[config.mk]
export PLATFORM = sky130hd
export DESIGN_NAME = alu_ctrl_pipe_flat
export DESIGN_NICKNAME = d
export VERILOG_FILES = /design/src/rtl/alu_ctrl_pkg.sv /design/src/rtl/alu_ctrl_pipe_if.sv /design/src/rtl/alu_ctrl_decode.sv /design/src/rtl/alu_ctrl_pipe.sv /design/src/flat_wrapper.sv
export SDC_FILE = /design/constraint.sdc
export NUM_CORES = 1
export LEC_CHECK = 0
export ABC_AREA = 0
export CAP_MARGIN = 20
export CORE_MARGIN = 5
export CORE_UTILIZATION = 37
export DETAILED_ROUTE_END_ITERATION = 6
export GPL_ROUTABILITY_DRIVEN = 0
export PLACE_DENSITY_LB_ADDON = 0.08
export SKIP_CTS_REPAIR_TIMING = 1
export SYNTH_ARGS = -nofsm -noshare
export SYNTH_HDL_FRONTEND = slang
export SYNTH_SLANG_ARGS = --single-unit
[constraint.sdc]
create_clock -name clk -period 1.6 [get_ports clk]
set_input_delay 0.16 -clock clk [delete_from_list [all_inputs] [get_ports clk]]
set_output_delay 0.16 -clock clk [all_outputs]
set_load 0.02 [all_outputs]
[src/rtl/alu_ctrl_pkg.sv]
// Shared types for the ID/EX ALU-control stage: ALU codes, R-type funct values, mult/div FSM states.
package alu_ctrl_pkg;

  localparam int unsigned PERF_MD_W  = 32;
  localparam int unsigned PERF_ILL_W = 16;

  typedef enum logic [3:0] {
    ALU_ILL  = 4'd0,
    ALU_ADD  = 4'd1,
    ALU_SUB  = 4'd2,
    ALU_LUI  = 4'd3,
    ALU_OR   = 4'd4,
    ALU_JR   = 4'd5,
    ALU_AND  = 4'd6,
    ALU_SLT  = 4'd7,
    ALU_MULT = 4'd8,
    ALU_DIV  = 4'd9
  } alu_code_e;

  localparam logic [5:0] F_ADDU = 6'b100001;
  localparam logic [5:0] F_SUBU = 6'b100011;
  localparam logic [5:0] F_JR   = 6'b001000;
  localparam logic [5:0] F_AND  = 6'b100100;
  localparam logic [5:0] F_OR   = 6'b100101;
  localparam logic [5:0] F_SLT  = 6'b101010;
  localparam logic [5:0] F_MULT = 6'b011000;
  localparam logic [5:0] F_DIV  = 6'b011010;

  typedef enum logic [1:0] {
    MD_IDLE = 2'd0,
    MD_BUSY = 2'd1,
    MD_DONE = 2'd2
  } md_state_t;

endpackage

[src/rtl/alu_ctrl_pipe_if.sv]
// ID/EX boundary bundle for the ALU-control stage; master is the pipeline side, slave the stage.
interface alu_ctrl_pipe_if
  import alu_ctrl_pkg::*;
#(
  parameter int unsigned OPC_W  = 4,
  parameter int unsigned FUNC_W = 6,
  parameter int unsigned CTRL_W = 4
);

  logic                  id_valid;
  logic [OPC_W-1:0]      id_opcode;
  logic [FUNC_W-1:0]     id_func;
  logic                  id_ready;
  logic                  ex_stall;
  logic                  flush;
  logic                  ex_valid;
  logic [CTRL_W-1:0]     ex_ctrl;
  logic                  ex_illegal;
  logic                  md_busy;
  logic                  md_done;
  logic [PERF_MD_W-1:0]  perf_md_stall;
  logic [PERF_ILL_W-1:0] perf_illegal;

  modport master (
    output id_valid, id_opcode, id_func, ex_stall, flush,
    input  id_ready, ex_valid, ex_ctrl, ex_illegal, md_busy, md_done,
           perf_md_stall, perf_illegal
  );

  modport slave (
    input  id_valid, id_opcode, id_func, ex_stall, flush,
    output id_ready, ex_valid, ex_ctrl, ex_illegal, md_busy, md_done,
           perf_md_stall, perf_illegal
  );

endinterface

[src/rtl/alu_ctrl_decode.sv]
// Combinational {opcode, funct} -> ALU control table; unknown encodings give code 0 with illegal set.
module alu_ctrl_decode
  import alu_ctrl_pkg::*;
#(
  parameter int unsigned OPC_W  = 4,
  parameter int unsigned FUNC_W = 6,
  parameter int unsigned CTRL_W = 4
) (
  input  logic [OPC_W-1:0]  opcode,
  input  logic [FUNC_W-1:0] func,
  output logic [CTRL_W-1:0] ctrl,
  output logic              illegal,
  output logic              is_md
);

  alu_code_e code;

  // Opcode 0 is R-type and is resolved by funct; everything else by opcode alone.
  always_comb begin
    code    = ALU_ILL;
    illegal = 1'b0;
    if (opcode == '0) begin
      case (func)
        FUNC_W'(F_ADDU): code = ALU_ADD;
        FUNC_W'(F_SUBU): code = ALU_SUB;
        FUNC_W'(F_JR):   code = ALU_JR;
        FUNC_W'(F_AND):  code = ALU_AND;
        FUNC_W'(F_OR):   code = ALU_OR;
        FUNC_W'(F_SLT):  code = ALU_SLT;
        FUNC_W'(F_MULT): code = ALU_MULT;
        FUNC_W'(F_DIV):  code = ALU_DIV;
        default:         illegal = 1'b1;
      endcase
    end else begin
      case (opcode)
        OPC_W'(1): code = ALU_ADD;
        OPC_W'(2): code = ALU_SUB;
        OPC_W'(3): code = ALU_LUI;
        OPC_W'(4): code = ALU_OR;
        default:   illegal = 1'b1;
      endcase
    end
  end

  assign ctrl  = CTRL_W'(code);
  assign is_md = (code == ALU_MULT) || (code == ALU_DIV);

endmodule

[src/rtl/alu_ctrl_pipe.sv]
// Registered ALU-control stage on the ID/EX boundary with stall/flush and a mult/div occupancy FSM.
// Optional performance counters are built when ALU_CTRL_PERF_EN is defined.
module alu_ctrl_pipe
  import alu_ctrl_pkg::*;
#(
  parameter int unsigned OPC_W      = 4,
  parameter int unsigned FUNC_W     = 6,
  parameter int unsigned CTRL_W     = 4,
  parameter int unsigned MULDIV_LAT = 4
) (
  input  logic             clk,
  input  logic             rst_n,
  alu_ctrl_pipe_if.slave   bus
);

  localparam int unsigned CNT_W = (MULDIV_LAT > 2) ? $clog2(MULDIV_LAT) : 1;

  logic [CTRL_W-1:0] dec_ctrl;
  logic              dec_illegal;
  logic              dec_is_md;

  md_state_t         state;
  logic [CNT_W-1:0]  cnt;
  logic              md_busy_q;
  logic              md_done_q;

  logic              ex_valid_q;
  logic [CTRL_W-1:0] ex_ctrl_q;
  logic              ex_illegal_q;

  logic              ready_c;
  logic              capture_c;
  logic              md_start_c;

  alu_ctrl_decode #(
    .OPC_W  (OPC_W),
    .FUNC_W (FUNC_W),
    .CTRL_W (CTRL_W)
  ) u_decode (
    .opcode  (bus.id_opcode),
    .func    (bus.id_func),
    .ctrl    (dec_ctrl),
    .illegal (dec_illegal),
    .is_md   (dec_is_md)
  );

  // Ready is gated by rst_n so every output reads 0 while reset is held.
  assign ready_c    = rst_n && !bus.ex_stall && ((state == MD_IDLE) || (state == MD_DONE));
  assign capture_c  = bus.id_valid && ready_c && !bus.flush;
  assign md_start_c = capture_c && dec_is_md && !dec_illegal;

  // EX pipeline registers: flush beats capture, capture beats hold/bubble.
  always_ff @(posedge clk or negedge rst_n) begin
    if (!rst_n) begin
      ex_valid_q   <= 1'b0;
      ex_ctrl_q    <= '0;
      ex_illegal_q <= 1'b0;
    end else if (bus.flush) begin
      ex_valid_q   <= 1'b0;
      ex_illegal_q <= 1'b0;
    end else if (capture_c) begin
      ex_valid_q   <= 1'b1;
      ex_ctrl_q    <= dec_ctrl;
      ex_illegal_q <= dec_illegal;
    end else if (!bus.ex_stall && (state != MD_BUSY)) begin
      ex_valid_q   <= 1'b0;
    end
  end

  // Mult/div sequencer; BUSY lasts MULDIV_LAT-1 cycles and ignores ex_stall.
  always_ff @(posedge clk or negedge rst_n) begin
    if (!rst_n) begin
      state     <= MD_IDLE;
      cnt       <= '0;
      md_busy_q <= 1'b0;
      md_done_q <= 1'b0;
    end else if (bus.flush) begin
      state     <= MD_IDLE;
      cnt       <= '0;
      md_busy_q <= 1'b0;
      md_done_q <= 1'b0;
    end else begin
      case (state)
        MD_IDLE: begin
          if (md_start_c) begin
            state     <= MD_BUSY;
            cnt       <= CNT_W'(MULDIV_LAT - 2);
            md_busy_q <= 1'b1;
          end
        end
        MD_BUSY: begin
          if (cnt == '0) begin
            state     <= MD_DONE;
            md_busy_q <= 1'b0;
            md_done_q <= 1'b1;
          end else begin
            cnt <= cnt - CNT_W'(1);
          end
        end
        MD_DONE: begin
          if (!bus.ex_stall) begin
            md_done_q <= 1'b0;
            if (md_start_c) begin
              state     <= MD_BUSY;
              cnt       <= CNT_W'(MULDIV_LAT - 2);
              md_busy_q <= 1'b1;
            end else begin
              state <= MD_IDLE;
            end
          end
        end
        default: begin
          state     <= MD_IDLE;
          cnt       <= '0;
          md_busy_q <= 1'b0;
          md_done_q <= 1'b0;
        end
      endcase
    end
  end

  assign bus.id_ready   = ready_c;
  assign bus.ex_valid   = ex_valid_q;
  assign bus.ex_ctrl    = ex_ctrl_q;
  assign bus.ex_illegal = ex_illegal_q;
  assign bus.md_busy    = md_busy_q;
  assign bus.md_done    = md_done_q;

`ifdef ALU_CTRL_PERF_EN
  logic [PERF_MD_W-1:0]  perf_md_q;
  logic [PERF_ILL_W-1:0] perf_ill_q;

  // Stall cycles wrap; illegal count saturates.
  always_ff @(posedge clk or negedge rst_n) begin
    if (!rst_n) begin
      perf_md_q  <= '0;
      perf_ill_q <= '0;
    end else begin
      if (bus.id_valid && (state == MD_BUSY)) begin
        perf_md_q <= perf_md_q + PERF_MD_W'(1);
      end
      if (capture_c && dec_illegal && (perf_ill_q != '1)) begin
        perf_ill_q <= perf_ill_q + PERF_ILL_W'(1);
      end
    end
  end

  assign bus.perf_md_stall = perf_md_q;
  assign bus.perf_illegal  = perf_ill_q;
`else
  assign bus.perf_md_stall = '0;
  assign bus.perf_illegal  = '0;
`endif

endmodule

[src/flat_wrapper.sv]
// flat-port wrapper written by rule: the top's interface ports become plain ports
module alu_ctrl_pipe_flat import alu_ctrl_pkg::*;
#(
  parameter int unsigned OPC_W      = 4,
  parameter int unsigned FUNC_W     = 6,
  parameter int unsigned CTRL_W     = 4,
  parameter int unsigned MULDIV_LAT = 4
)
  (clk, rst_n, bus_id_valid, bus_id_opcode, bus_id_func, bus_ex_stall, bus_flush, bus_id_ready, bus_ex_valid, bus_ex_ctrl, bus_ex_illegal, bus_md_busy, bus_md_done, bus_perf_md_stall, bus_perf_illegal);
  alu_ctrl_pipe_if #(.OPC_W(OPC_W), .FUNC_W(FUNC_W), .CTRL_W(CTRL_W)) bus_i ();
  input  logic clk;
  input  logic rst_n;
  input wire logic [$bits(bus_i.id_valid)-1:0] bus_id_valid;
  input wire logic [$bits(bus_i.id_opcode)-1:0] bus_id_opcode;
  input wire logic [$bits(bus_i.id_func)-1:0] bus_id_func;
  input wire logic [$bits(bus_i.ex_stall)-1:0] bus_ex_stall;
  input wire logic [$bits(bus_i.flush)-1:0] bus_flush;
  output wire logic [$bits(bus_i.id_ready)-1:0] bus_id_ready;
  output wire logic [$bits(bus_i.ex_valid)-1:0] bus_ex_valid;
  output wire logic [$bits(bus_i.ex_ctrl)-1:0] bus_ex_ctrl;
  output wire logic [$bits(bus_i.ex_illegal)-1:0] bus_ex_illegal;
  output wire logic [$bits(bus_i.md_busy)-1:0] bus_md_busy;
  output wire logic [$bits(bus_i.md_done)-1:0] bus_md_done;
  output wire logic [$bits(bus_i.perf_md_stall)-1:0] bus_perf_md_stall;
  output wire logic [$bits(bus_i.perf_illegal)-1:0] bus_perf_illegal;
  assign bus_i.id_valid = bus_id_valid;
  assign bus_i.id_opcode = bus_id_opcode;
  assign bus_i.id_func = bus_id_func;
  assign bus_i.ex_stall = bus_ex_stall;
  assign bus_i.flush = bus_flush;
  assign bus_id_ready = bus_i.id_ready;
  assign bus_ex_valid = bus_i.ex_valid;
  assign bus_ex_ctrl = bus_i.ex_ctrl;
  assign bus_ex_illegal = bus_i.ex_illegal;
  assign bus_md_busy = bus_i.md_busy;
  assign bus_md_done = bus_i.md_done;
  assign bus_perf_md_stall = bus_i.perf_md_stall;
  assign bus_perf_illegal = bus_i.perf_illegal;
  alu_ctrl_pipe #(.OPC_W(OPC_W), .FUNC_W(FUNC_W), .CTRL_W(CTRL_W), .MULDIV_LAT(MULDIV_LAT)) u_core (.clk(clk), .rst_n(rst_n), .bus(bus_i));
endmodule
==> impl_metrics.yaml, run 1 <==
yosys:
  syn_area_mm2: 0.00117
  synth_cell_types: 40
  synthTopCellsByCount: "48 x buf_4, 12 x dfrtp_1, 9 x a21oi_1, 8 x nor2_1, 5 x inv_1"
  synth_area_leaders: "buf_4 31%, dfrtp_1 26%, a21oi_1 3.8%, nor2_1 2.6%, nor2b_1 2.1%"
  synth_edf_count: 0
  synth-seq-cells: 12
  avgSynthCellArea_um2: 8.50
  syn_inst: 138
  yosys_warnings: 0
  yosys.area.top_type_share_pct: 30.7
  yosys.area.top_type: "buf_4"
  synth_ff_type: "dfrtp_1"
  synth.most_common_cell: "buf_4"
  ys_seq_area_share_pct: 25.6
  ys_async_sr_fraction_pct: 100
power:
  clkPwrFrac_pct: 27.8
  seq_power_share_pct: 37.1
  leakage_uw: 0.000733
  peakVddDrop_v: 0.000231
  pwr-share-comb_pct: 35.1
  power.internal_uw: 564
  switchingPower_uw: 304
  swShare_pct: 35.0
  power_density_mw_per_mm2: 590
drt:
  via_per_inst: 4.26
  initialDrtViolationCount: 62
  drt-total-wl_um: 2650
  ant_nets: 0
  vias: 976
  wire_per_inst_um: 11.6
  first_pass_iters: 4
  drc: 0
cts:
  clk_pin_slew_worst_paths_ns: 0.08
  cts-buffers-inserted: 3
  tritoncts: "built"
  h-tree-depth: 1
  clock_latency_ns: 0.27
  clock_path_buffers: 2
  cts_root_buffer: "clkbuf_4"
  cts_num_sinks: 12
final_layout:
  num_antenna_cells: 0
  post-route-util_pct: 48.2
  fin_area_mm2: 0.00147
  nNetsFinal: 202
  fillers: 333
  drive_gt1_share_pct: 17.3
  multi_input_area_um2: 671
  register_area_um2: 300
  area_growth_pct: 25.4
die:
  die_w_um: 66.3
  rows: 20
  dieArea_mm2: 0.00440
  ios: 72
  core_area_mm2: 0.00305
  die-height_um: 66.3
  start_util_pct: 38.4
setup_path:
  path_cells: "clkdlybuf4s50_1"
  path_delay_family: "buffers and inverters"
  worstSetupPathType: "reg2out"
  crit_path_max_fanout: 3
  cpMaxStageDelayCell: "clkdlybuf4s50_1"
  cp.arrival_ns: 1.26
  crit_required_ns: 1.44
  slowest_delay_ns: 0.61
  critPathBufInv: 1
  startpoint_type: "flop"
  cp-end-kind: "output pin"
timing:
  clock-skew-final_ns: 0.000902
  period_needed_ns: 1.42
  finalHoldViolCount: 0
  setup_viol: 0
  hold_slack_ns: 0.248
  final_max_slew_viol_count: 0
  rsz0062_at_grt: "no"
  fmax_mhz: 702
  setup_ws_ns: 0.176
  post-route-period-util_pct: 89.0
global_route:
  grt_pass1_vias: 948
  track_usage_pct: 11.8
  overflow: 0
  grt_pass1_wl_um: 4090
  grt_max_degree: 9
  antenna_found_initial: 0
placed_design:
  hpwl_um: 2330
  port_buffers: 23
  place_ws_ns: -0.0872
  placed_area_mm2: 0.00143
hold_path:
  hold_class: "in2async"
outcome:
  status: "complete, no violations"
run:
  cap_violations: 0
[routing by layer]
| metal | global-route usage (%) | wire, um | vias to the layer above | share of wire (%) |
|---|---|---|---|---|
| li1 | - | - | 488 | - |
| met1 | 13.6 | 1040 | 453 | 39 |
| met2 | 22.4 | 1410 | 33 | 53 |
| met3 | 2.21 | 187 | 2 | 7.0 |
| met4 | 2.28 | 16 | 0 | 0.60 |
| met5 | 0 | 0 | - | 0 |
[power by group through the flow]
stage          Combinational (uW)  Sequential, uW  Clock (uW)
3_5_place_dp                  303             328           0
5_1_grt                       328             325         267
3_3_place_gp                  300             328           0
4_1_cts                       303             322         253
6_report                      305             322         241
2_1_floorplan                 241             342           0
[final timing paths]
check	depth (start not counted)	to	startpoint	slack, ns
max	1	bus_md_done	u_core.bus.md_done$_DFFE_PN0P_	0.18
min	2	u_core.bus.md_done$_DFFE_PN0P_	rst_n	0.25
max reg2reg	4	u_core.bus.ex_illegal$_DFFE_PN0P_	u_core.state[0]$_DFFE_PN0P_	0.25
min reg2reg	2	u_core.bus.ex_ctrl[1]$_DFFE_PN0P_	u_core.bus.ex_ctrl[1]$_DFFE_PN0P_	0.48
max in group asynchronous	3	u_core.bus.ex_valid$_DFFE_PN0P_	rst_n	1.18
min in group clk	2	u_core.bus.ex_ctrl[1]$_DFFE_PN0P_	u_core.bus.ex_ctrl[1]$_DFFE_PN0P_	0.48
[layout by cell type (no fill, tap or decap), drive strengths merged, types with 4 or more instances in the layout]
cell            n
o21ai           6
buf            21
clkbuf          4
nor2b           4
conb           48
dfrtp          12
inv             5
nor2            8
nand2           5
clkdlybuf4s50  22
a21oi           9
[cell type report]
class / count / area share, %
clock buffer: 4 / 2.47
inverter: 5 / 1.28
multi-input combinational: 120 / 45.6
sequential: 12 / 20.4
timing repair buffer: 44 / 26.5
tap: 44 / 3.74
[sequential cells by signal (all words and copies together) (netlist names)]
register	count
u_core.bus.md_busy	1
u_core.state	2
u_core.bus.md_done	1
u_core.cnt	2
u_core.bus.ex_ctrl	4
u_core.bus.ex_valid	1
u_core.bus.ex_illegal	1
[cell families after synthesis]
group / Yosys count / synth area share, %
flops: 12 / 25.6
fa+ha+maj: 1 / 1.07
compound gates: 31 / 18.6
other cells: 1 / 0.320
simple gates: 39 / 21.4
xor+xnor: 1 / 0.746
buf+inv: 53 / 32.3
[metrics by stage]
step	total power (uW)	setup TNS (ns)	std cells
5_1_grt	920	0	229
4_1_cts	878	-0.106	229
3_5_place_dp	631	-0.460	225
2_1_floorplan	583	0	185
6_report	868	0	229
3_3_place_gp	627	-0.281	225
No activity file was read; power rests on OpenSTA's default activity.
==> run 2, diff against run 1 <==
- CORE_MARGIN: 5 -> 4
- GPL_ROUTABILITY_DRIVEN: 0 -> 1
==> run 2 against run 1 <==
Compared with the run above: first-iteration DRC count decreased by 11%; via count rose by 0.41%; critical path depth stayed put; combinational power barely moved; worst setup slack better by 0.0014 ns; total power is 0.22% higher; clock skew increased by 0.00067 ns; routed wire length down 2.1%; worst hold slack improved by 0.00058 ns; global-route usage up 0.089 points.
==> impl_metrics.yaml, run 2 (same netlist as run 1, synthesis figures left out) <==
outcome:
  status: "complete, no violations"
power:
  leakage_uw: 0.000738
  power_density_mw_per_mm2: 588
  peakVddDrop_v: 0.000238
final_layout:
  drive_gt1_share_pct: 17.7
  post-route-util_pct: 48.4
  area_growth_pct: 26.0
  nNetsFinal: 203
  layout_common_cells: "48 x conb_1, 22 x clkdlybuf4s50_1, 22 x buf_4"
  layout_commonest_cell: "conb_1"
  num_antenna_cells: 0
  largest_register_ffs: 4
  final_cells: 230
timing:
  clock-skew-final_ns: 0.00157
  post-route-period-util_pct: 88.9
  finalHoldViolCount: 0
  setup_tns_ns: 0
  period_needed_ns: 1.42
  rsz0062_at_grt: "no"
  setup_viol: 0
  final_max_slew_viol_count: 0
  setup_ws_ns: 0.178
  fmax_mhz: 703
drt:
  via_per_inst: 4.26
  drc: 0
  drt-total-wl_um: 2600
  first_pass_iters: 4
  ant_nets: 0
  initialDrtViolationCount: 55
  vias: 980
  wire_per_inst_um: 11.3
setup_path:
  critPathBufInv: 1
  cpMaxStageDelayCell: "clkdlybuf4s50_1"
  crit_required_ns: 1.44
  cp-end-kind: "output pin"
  crit-reg2reg-capture: "u_core.bus.ex_illegal$_DFFE_PN0P_"
  cp.arrival_ns: 1.26
  reg2reg_slack_ns: 0.28
  worstSetupPathType: "reg2out"
  startpoint_type: "flop"
  path_cells: "clkdlybuf4s50_1"
  slowest_delay_ns: 0.61
  crit_path_max_fanout: 3
  path_delay_family: "buffers and inverters"
  reg2reg_depth: 4
  r2r_start: "u_core.state[0]$_DFFE_PN0P_"
global_route:
  grt_pass1_vias: 870
  antenna_found_initial: 0
  grt_max_degree: 8
  grt_pass1_wl_um: 3980
  overflow: 0
  track_usage_pct: 11.9
die:
  core_area_mm2: 0.00305
  die_w_um: 64.3
  start_util_pct: 38.4
  ios: 72
  rows: 20
  dieArea_mm2: 0.00414
  die-height_um: 64.3
cts:
  clock_path_buffers: 2
  clock_latency_ns: 0.27
  cts_root_buffer: "clkbuf_4"
  cts-buffers-inserted: 3
  tritoncts: "built"
  h-tree-depth: 1
  cts_num_sinks: 12
  clk_pin_slew_worst_paths_ns: 0.08
placed_design:
  place_ws_ns: -0.113
  routabilityCongestion: 0.771
  port_buffers: 23
  place_inst: 226
  hpwl_um: 2270
hold_path:
  hold_class: "in2async"
run:
  cap_violations: 0
run 2: final cells by class:
type	instances	area [um^2]
flip-flops and latches	12	300
repair buffers	45	398
fillers	321	1570
multi-input cells	120	671
clock buffers	4	36.3
inverters	5	18.8
well taps	44	55.1
run 2: power breakdown:
part	switching (uW)	total, uW	internal [uW]
clock network	104	242	138
registers	6.27	321	315
logic	194	306	112
total	304	870	565
run 2: worst max-delay path by stage:
stage,startpoint,depth (start not counted),endpoint,slack (ns)
finish,u_core.bus.ex_illegal$_DFFE_PN0P_,1,bus_ex_illegal,0.18
global route,bus_id_func[0],6,u_core.bus.ex_ctrl[1]$_DFFE_PN0P_,0.11
CTS,rst_n,3,bus_id_ready,-0.12
detailed placement,rst_n,6,u_core.bus.ex_illegal$_DFFE_PN0P_,-0.11
global placement,rst_n,3,bus_id_ready,-0.10
floorplan,u_core.state[0]$_DFFE_PN0P_,3,u_core.bus.ex_ctrl[2]$_DFFE_PN0P_,0.36
run 2: metrics by stage:
stage	hold WS, ns	instance area [um^2]	power [uW]
floorplan	-0.136	1350	583
global placement	0.471	1440	629
detailed placement	0.477	1440	632
CTS	0.254	1480	880
global route	0.250	1480	916
finish	0.249	1480	870
run 2: layer usage:
metal / track usage, % / share of wire [%] / vias to the layer above
li1: - / - / 485
met1: 14.4 / 41 / 459
met2: 21.4 / 53 / 34
met3: 1.76 / 5.0 / 2
met4: 3.96 / 0.31 / 0
met5: 0 / 0 / -
==> run 3, diff against run 2 <==
- HOLD_SLACK_MARGIN: unset -> 0.02
- SLEW_MARGIN: unset -> 40
==> results of run 3 <==
The final DEF is identical to that of run 2; final timing and power are the same.
